[src/rtl/regfile_writeback_pkg.sv]
// Shared definitions for the register-file writeback block and the units that feed it.
package regfile_writeback_pkg;

    localparam int REG_ADDR_W = 5;
    localparam int NUM_REGS   = 32;
    localparam int WB_DW      = 32;

    typedef enum logic {
        FILE_INT = 1'b0,
        FILE_FP  = 1'b1
    } file_sel_e;

    // Result record as carried from the long-latency units to writeback.
    typedef struct packed {
        logic                  fp;
        logic [REG_ADDR_W-1:0] rd;
        logic [WB_DW-1:0]      data;
    } wb_entry_t;

endpackage

[src/rtl/wb_fifo.sv]
// Synchronous FIFO for long-latency results. A push while full is taken
// only when a pop happens on the same edge.
module wb_fifo #(
    parameter int DEPTH = 4,
    parameter int W     = 38
) (
    input  logic         clk,
    input  logic         rst_n,
    input  logic         push,
    input  logic [W-1:0] din,
    input  logic         pop,
    output logic [W-1:0] dout,
    output logic         full,
    output logic         empty
);

    localparam int AW = $clog2(DEPTH);

    logic [W-1:0]  mem [DEPTH];
    logic [AW-1:0] wptr;
    logic [AW-1:0] rptr;
    logic [AW:0]   count;
    logic          do_push;
    logic          do_pop;

    assign empty   = (count == '0);
    assign full    = (count == (AW+1)'(DEPTH));
    assign do_pop  = pop & ~empty;
    assign do_push = push & (~full | do_pop);
    assign dout    = mem[rptr];

    // Storage array; contents need no reset since count gates visibility.
    always_ff @(posedge clk) begin
        if (do_push) begin
            mem[wptr] <= din;
        end
    end

    // Pointers and occupancy; pointers wrap naturally at DEPTH (power of 2).
    always_ff @(posedge clk) begin
        if (!rst_n) begin
            wptr  <= '0;
            rptr  <= '0;
            count <= '0;
        end else begin
            if (do_push) wptr <= wptr + 1'b1;
            if (do_pop)  rptr <= rptr + 1'b1;
            case ({do_push, do_pop})
                2'b10:   count <= count + 1'b1;
                2'b01:   count <= count - 1'b1;
                default: count <= count;
            endcase
        end
    end

endmodule

[src/rtl/regfile_writeback.sv]
// Register-file writeback: arbitrates integer results (priority) and queued
// long-latency results onto the single write port, and keeps the pending
// scoreboard used by decode for RAW/WAW stalls.
// Optional macro REGFILE_WB_BYPASS_EN: a result arriving to an empty FIFO
// with no integer traffic is written directly, skipping the FIFO.
import regfile_writeback_pkg::*;

module regfile_writeback #(
    parameter int DEPTH = 4,
    parameter int DW    = 32
) (
    input  logic          clk,
    input  logic          rst_n,
    input  logic          iss_valid,
    input  logic          iss_fp,
    input  logic [4:0]    iss_rd,
    output logic          iss_ready,
    input  logic          chk_fp,
    input  logic [4:0]    chk_rs,
    input  logic [4:0]    chk_rt,
    output logic          stall,
    input  logic          int_valid,
    input  logic [4:0]    int_rd,
    input  logic [DW-1:0] int_data,
    input  logic          res_valid,
    output logic          res_ready,
    input  logic          res_fp,
    input  logic [4:0]    res_rd,
    input  logic [DW-1:0] res_data,
    output logic          wr_en,
    output logic          wr_fp,
    output logic [4:0]    wr_addr,
    output logic [DW-1:0] wr_data,
    output logic          err_waw
);

    localparam int EW = 1 + REG_ADDR_W + DW;

    typedef struct packed {
        logic                  fp;
        logic [REG_ADDR_W-1:0] rd;
        logic [DW-1:0]         data;
    } entry_t;

    logic [NUM_REGS-1:0] pend_int, pend_fp;
    logic [NUM_REGS-1:0] pend_int_n, pend_fp_n;
    entry_t              in_e, head_e, ret_e;
    logic [EW-1:0]       fifo_din, fifo_dout;
    logic                fifo_full, fifo_empty;
    logic                accept, bypass, push, pop, retire, iss_set;

    assign in_e      = '{fp: res_fp, rd: res_rd, data: res_data};
    assign fifo_din  = in_e;
    assign head_e    = entry_t'(fifo_dout);

    assign res_ready = ~fifo_full;
    assign accept    = res_valid & res_ready;
`ifdef REGFILE_WB_BYPASS_EN
    assign bypass    = accept & fifo_empty & ~int_valid;
`else
    assign bypass    = 1'b0;
`endif
    assign push      = accept & ~bypass;
    assign pop       = ~int_valid & ~fifo_empty;
    assign retire    = pop | bypass;
    assign ret_e     = pop ? head_e : in_e;

    assign iss_ready = ~(iss_fp ? pend_fp[iss_rd] : pend_int[iss_rd]);
    assign iss_set   = iss_valid & iss_ready & (iss_fp | (iss_rd != 5'd0));
    assign stall     = chk_fp ? (pend_fp[chk_rs]  | pend_fp[chk_rt])
                              : (pend_int[chk_rs] | pend_int[chk_rt]);

    wb_fifo #(.DEPTH(DEPTH), .W(EW)) u_fifo (
        .clk   (clk),
        .rst_n (rst_n),
        .push  (push),
        .din   (fifo_din),
        .pop   (pop),
        .dout  (fifo_dout),
        .full  (fifo_full),
        .empty (fifo_empty)
    );

    // Scoreboard next state: retire clears first, a same-edge reservation wins.
    always_comb begin
        pend_int_n = pend_int;
        pend_fp_n  = pend_fp;
        if (retire) begin
            if (ret_e.fp == FILE_FP) pend_fp_n[ret_e.rd]  = 1'b0;
            else                     pend_int_n[ret_e.rd] = 1'b0;
        end
        if (iss_set) begin
            if (iss_fp == FILE_FP) pend_fp_n[iss_rd]  = 1'b1;
            else                   pend_int_n[iss_rd] = 1'b1;
        end
    end

    // Scoreboard register.
    always_ff @(posedge clk) begin
        if (!rst_n) begin
            pend_int <= '0;
            pend_fp  <= '0;
        end else begin
            pend_int <= pend_int_n;
            pend_fp  <= pend_fp_n;
        end
    end

    // Write-port arbiter; integer results always win, int r0 never strobes.
    always_ff @(posedge clk) begin
        if (!rst_n) begin
            wr_en   <= 1'b0;
            wr_fp   <= 1'b0;
            wr_addr <= '0;
            wr_data <= '0;
        end else if (int_valid) begin
            wr_en   <= (int_rd != 5'd0);
            wr_fp   <= FILE_INT;
            wr_addr <= int_rd;
            wr_data <= int_data;
        end else if (retire) begin
            wr_en   <= (ret_e.fp == FILE_FP) | (ret_e.rd != 5'd0);
            wr_fp   <= ret_e.fp;
            wr_addr <= ret_e.rd;
            wr_data <= ret_e.data;
        end else begin
            wr_en   <= 1'b0;
        end
    end

    // Sticky flag: an integer result landed on a register still awaiting a long-latency result.
    always_ff @(posedge clk) begin
        if (!rst_n) begin
            err_waw <= 1'b0;
        end else if (int_valid && (int_rd != 5'd0) && pend_int[int_rd]) begin
            err_waw <= 1'b1;
        end
    end

endmodule

[config.mk]
export PLATFORM = sky130hd
export DESIGN_NAME = regfile_writeback
export DESIGN_NICKNAME = d
export VERILOG_FILES = /design/src/rtl/regfile_writeback_pkg.sv /design/src/rtl/wb_fifo.sv /design/src/rtl/regfile_writeback.sv
export SDC_FILE = /design/constraint.sdc
export NUM_CORES = 1
export LEC_CHECK = 0
export ABC_AREA = 1
export CAP_MARGIN = 20
export CORE_MARGIN = 2
export CORE_UTILIZATION = 45
export CTS_BUF_LIST = sky130_fd_sc_hd__clkbuf_4 sky130_fd_sc_hd__clkbuf_8
export CTS_CLUSTER_DIAMETER = 120
export CTS_CLUSTER_SIZE = 20
export DETAILED_ROUTE_END_ITERATION = 12
export GPL_TIMING_DRIVEN = 0
export PLACE_DENSITY = 0.65
export SYNTH_ARGS = -nofsm -noshare
export SYNTH_HDL_FRONTEND = slang
export SYNTH_HIERARCHICAL = 1
export SYNTH_SLANG_ARGS = --single-unit
[constraint.sdc]
create_clock -name clk -period 5.25 [get_ports clk]
set_input_delay 1.05 -clock clk [delete_from_list [all_inputs] [get_ports clk]]
set_output_delay 1.05 -clock clk [all_outputs]
set_load 0.02 [all_outputs]
After elaboration in Yosys (flattened, before gate mapping)
Memory sizes are Yosys's and may differ from the RTL's. A register that Yosys moved wholly into a read port is not among the register bits.
Index checks and enable logic that the tools add are counted.
{ "word_totals": {"regBits": 111, "mem_bits_rw": 152, "in_bits": 97, "out_inout_bits": 43, "n_memories": 1} }
{ "classes": {"n_addsub": 4, "n_lt_le_gt_ge": 7, "n_eq_ne": 3, "muxes": 40, "bitwise": 21, "n_reduce_logical": 11} }
{ "mem_list": {"columns": ["memory", "depth", "word_bits", "rd", "rd_clocked_by_memory_dff", "wr", "line_no", "text"], "rows": [
  ["u_fifo.mem", 4, 38, 1, 1, 1, "wb_fifo.sv:19", "logic [W-1:0] mem [DEPTH];"]
]} }
{ "op_table": {"columns": ["op", "n"], "rows": [
  ["$mux W32", 10],
  ["$and A32 B32 Y32", 2],
  ["$or A32 B32 Y32", 2],
  ["$mux W38", 1],
  ["$bmux W1 S5", 7],
  ["$not A32 Y32", 1],
  ["$lt A5 B6 Y1 const B", 5],
  ["$mux W1", 15],
  ["$reduce_bool A5 Y1", 3],
  ["$demux W1 S5", 2],
  ["$ge A5 B1 Y1 const B", 2],
  ["$mux W5", 2],
  ["$and A1 B1 Y1", 6],
  ["$pmux W3 S2", 1],
  ["$not A1 Y1", 5],
  ["$or A1 B1 Y1", 5],
  ["$add A2 B1 Y2 const B", 2],
  ["$logic_and A1 B1 Y1", 4],
  ["$mux W2", 2],
  ["$reduce_bool A2 Y1", 2],
  ["$add A3 B1 Y3 const B", 1],
  ["$eq A3 B3 Y1 const B", 1],
  ["$logic_not A3 Y1", 1],
  ["$sub A3 B1 Y3 const B", 1],
  ["other kinds (3)", 3]
]} }

Depth between registers and ports, before layout
Gate-level depths: netlist of the first run.
{ "logic_depth": {"ltp_word": 15, "mapped_depth": 18, "mapped_depth_nobuf": 16} }

Hierarchy
Netlist of the first run, hierarchy kept.
{ "by_module_without_submodules": {"columns": ["mod", "n_inst", "cells_each", "area_each_um2", "seq_area_each_um2"], "rows": [
  ["regfile_writeback", 1, 1258, 7826.3, 2082.0],
  ["wb_fifo", 1, 442, 6140.9, 4744.6]
]} }

Worst setup path before layout of the first run
Ideal clock, no wire load.
{ "synth_timing": {"path_kind": "input to register", "start": "in int_valid", "end": "mem u_fifo.mem[0][0] (enable)", "setup_time_ps": 433, "t_arrival_ps": 3690, "required_time_ps": 4817, "slack_ps": 1127, "stages": 7, "path_buffers": 2, "path_cell_list": "nor2_2 > buf_2 > buf_1 > inv_1 > nand3_1 > nand2_1 > nor2_1"} }
{ "synth_between": {"elab_chain_cells": 7} }
{ "synth_lines": {"columns": ["element", "line_no", "text"], "rows": [
  ["from (decl)", "regfile_writeback.sv:22", "input logic int_valid,"],
  ["$not A1 Y1", "regfile_writeback.sv:64", "assign pop = ~int_valid & ~fifo_empty;"],
  ["$and A1 B1 Y1", "regfile_writeback.sv:64", null],
  ["net pop", "regfile_writeback.sv:50", "logic accept, bypass, push, pop, retire, iss_set;"],
  ["$and A1 B1 Y1", "wb_fifo.sv:28", "assign do_pop = pop & ~empty;"],
  ["$or A1 B1 Y1", "wb_fifo.sv:29", "assign do_push = push & (~full | do_pop);"],
  ["$and A1 B1 Y1", "wb_fifo.sv:29", null],
  ["$mux W1", "wb_fifo.sv:34", "if (do_push) begin"],
  ["$mux W1 (not written as such)", "wb_fifo.sv:35", "mem[wptr] <= din;"],
  ["to (decl)", "wb_fifo.sv:19", null]
]} }
The timed path passes the listed nets, and every way through them passes these cells.

Worst setup path after layout of the first run
{ "layout_timing": {"start": "in iss_rd[3]", "end": "out iss_ready"} }
{ "layout_between": {"elab_chain_cells": 4, "elab_cells_between_ends": 6, "cone_classes": "5 x mux; 1 x bitwise"} }
{ "layout_lines": {"columns": ["element", "line_no", "text"], "rows": [
  ["from (decl)", "regfile_writeback.sv:16", "input logic [4:0] iss_rd,"],
  ["$bmux W1 S5", "regfile_writeback.sv:68", "assign iss_ready = ~(iss_fp ? pend_fp[iss_rd] : pend_int[iss_rd]);"],
  ["$mux W1 (not written as such)", "regfile_writeback.sv:68", null],
  ["$mux W1 *", "regfile_writeback.sv:68", null],
  ["$not A1 Y1 *", "regfile_writeback.sv:68", null],
  ["to (decl)", "regfile_writeback.sv:17", "output logic iss_ready,"]
]} }
Every way passes the cells marked *; elsewhere a longest branch is shown, timed or not. The select of a mux whose other input is x is not followed.

==> results of run 1 <==
-- routing by layer --
metal | GRT usage, % | vias to the layer above
met5 | 0 | -
li1 | - | 6053
met4 | 11.2 | 0
met2 | 44.4 | 651
met1 | 39.5 | 6185
met3 | 4.47 | 118
-- kinds of logic (layout without fill, tap and decap cells) --
group	after synthesis	count (layout)	share of synthesized area, %
buffers and inverters	238	401	8.02
AO/OA/AOI/OAI	413	413	17.1
adder cells (fa/ha/maj)	6	6	0.591
AND/OR/NAND/NOR	778	778	25.4
flip-flops	265	265	48.9
-- flip-flops by register name (all words and copies together), names as in the netlist, 2 cells and up, named ones only --
signal,count
wr_data,32
u_fifo/wptr,2
u_fifo/mem,152
u_fifo/rptr,2
pend_int,32
u_fifo/count,3
pend_fp,32
wr_addr,5
-- final cells by class --
type	count	area (µm²)	share of cell area, %
flip-flops and latches	265	6830	42.1
multi-input cells	1197	6050	37.3
repair buffers	134	1380	8.52
plain buffers	114	652	4.02
well taps	396	495	3.06
inverters	124	468	2.89
clock buffers	26	308	1.90
clock inverters	3	25.0	0.154
-- cells in the final DEF (no fill, tap or decap), types with 59 or more instances in the layout --
cell type        synthesis  final
nand2_1                375    375
nand3_2                 61     61
clkdlybuf4s50_1          0    130
a21oi_1                 69     69
nand3_1                138    138
o21ai_0                213    213
edfxtp_1               152    152
a21oi_2                 59     59
clkbuf_1                64     64
nor2_1                 187    183
dfxtp_1                113    113
inv_1                  117    117
-- power by group through the flow --
stage               Clock, mW  Combinational, mW  Sequential, mW
floorplan                   0              0.936            2.59
global placement            0               1.68            2.55
detailed placement          0               1.73            2.54
CTS                      1.09               1.73            2.49
global route             1.15               1.89            2.51
finish                   1.06               1.75            2.49
-- worst max-delay path, stage by stage --
cell and delay [ns]:
clkdlybuf4s50_1 0.60, inv_2 0.10, nor3_1 0.70, a21oi_1 0.19
nand3_2 0.16, nand2_8 0.12, buf_12 0.18, clkdlybuf4s50_1 0.53
-- worst paths after layout --
path	cells after the start	to	from
worst max-delay path	8	iss_ready	iss_rd[3]
worst max register to register	11	u_fifo/mem[3][15]	u_fifo/count[1]
worst min-delay path	2	err_waw	err_waw
worst min register to register	2	err_waw	err_waw
-- metrics by stage --
step	TNS (ns)	setup WS (ns)	total power [mW]
3_5_place_dp	0	0.616	4.26
5_1_grt	0	0.414	5.55
4_1_cts	0	0.610	5.31
6_report	0	0.558	5.31
2_1_floorplan	0	1.13	3.53
3_3_place_gp	-214.49	-1.51	4.22
==> key figures, run 1 <==
Run status
  – Status: finished clean

Floorplan
  – Die Wd: 180 µm
  – Core region area: 0.0306 mm²
  – Rows: 64
  – Die height: 180 µm
  – Io pins: 140
  – Die ar.: 0.0325 mm²
  – Initial cell density of the core: 45.7%

Drt
  – Top routing layer used: met4
  – Post-DR wirelength/cell: 21.0 µm
  – Metal2 WL: 21,100 µm
  – DRT iter0 DRCs: 1,248
  – Post-route DRC violation count: 0
  – Pre-antenna DRT Iters: 6
  – Total number of vias: 13,000
  – Vias per inst: 5.76
  – Routed metal-1 wirelength: 20,100 µm
  – Met3 wire len: 4010 µm
  – Final wirelength: 47,300 µm
  – Antenna Nets Post-Route: 0

Power
  – Logic pwr share: 33.0%
  – Sw Share: 37.4%
  – Leak: 5.94 nW
  – Peak supply drop: 0.301 mV
  – Sequential power share: 46.9%
  – Power Density: 327 mW/mm²
  – Psw: 1.98 mW
  – Clock Power Share: 20.1%
  – Internal power: 3.32 mW

Clocking
  – Clk root buf: clkbuf_8
  – Max clock buf depth: 3
  – Skew-Pair Late Insertion Delay: 0.57 ns
  – TritonCTS Sinks: 265
  – Setup Fix Bufs, Post-CTS: 0
  – Post_cts resized: 0
  – # H-tree levels: 1
  – Reg clk slew, reported paths: 0.13 ns
  – CTS Hold Bufs: 0
  – Cts bufs inserted: 17
  – CTS tree: yes

Global routing
  – Overflow after GRT: 0
  – Initial antenna violation count: 0
  – First-pass GRT wire length: 72,100 µm
  – Largest net degree at the start of global routing: 28
  – Overall global routing resource usage: 28.4%
  – Number of global-route vias before repair: 12,200

Hold path
  – Worst hold path class: register to register

Placement
  – Final GP Congestion: 0.947
  – PortBufs: 130
  – Placed instance count: 2,230
  – DP HPWL: 34,500 µm
  – Placement Cell Area: 0.0159 mm²

Yosys
  – Seq/Total Area, Yosys: 48.9%
  – Leading post-synthesis cells by cell area: edfxtp_1 33%, dfxtp_1 16%, nand2_1 10%, o21ai_0 7.6%, nor2_1 5.0%
  – Synth area leader: edfxtp_1
  – Most frequent cell after synthesis: nand2_1
  – Synthesized area per cell: 8.22 µm²
  – Synth Cell Area: 0.0140 mm²
  – Yosys cell types: 34
  – Async SR Flop Fraction: 0%
  – Post-synth top cells: 375 x nand2_1, 213 x o21ai_0, 187 x nor2_1
  – Ys Warns: 6
  – Post-synthesis register bit count: 265
  – EDFF count, synth: 152
  – Syn nets: 1,803
  – Top-area cell type share of the netlist area: 32.7%
  – Post-Synthesis Cells: 1,700
  – Top FF cell, synth: edfxtp_1

Timing
  – Slew margin rel.: 20.8%
  – Setup Skew: 0.0237 ns
  – Final worst path period share: 89.4%
  – Final min period: 4.69 ns
  – Final setup vio count: 0
  – F_max: 0.213 GHz
  – RSZ-0062 raised after global routing: no
  – Final Hold Viols: 0
  – Final slew viol count: 0
  – Least-Margin Pin Slew: 1.18 ns
  – Hold slack: 0.464 ns

Critical path
  – Req. time, crit path: 4.20 ns
  – CP Data Arrival Time: 3.64 ns
  – Worst reg-to-reg setup slack: 1.60 ns
  – CP Class: input port to output port
  – Startpoint type of the worst setup path: input port
  – Worst Path Max Fanout: 10
  – Worst setup EP type: output port

Final layout
  – Syn-to-layout area delta: 16.0%
  – Util after Layout: 53.0%
  – Post-route cell area: 0.0162 mm²
  – Share of cells above drive strength 1: 11.5%
  – Final nets: 1,956
  – Diode count: 0
  – FILL cells: 2,915
  – Final instance count without filler cells: 2,259

Run
  – Max-cap violations: 0
No activity file was read; power rests on OpenSTA's default activity.
==> run 2, diff against run 1 <==
--- a/config.mk
+++ b/config.mk
@@ -6,6 +6,7 @@
 export NUM_CORES = 1
 export LEC_CHECK = 0
 export ABC_AREA = 1
+export ABC_CLOCK_PERIOD_IN_PS = 5250
 export CAP_MARGIN = 20
 export CORE_MARGIN = 2
 export CORE_UTILIZATION = 45
==> results of run 2 <==
Same layout as run 1: the final DEF is identical, and so are final timing and power.
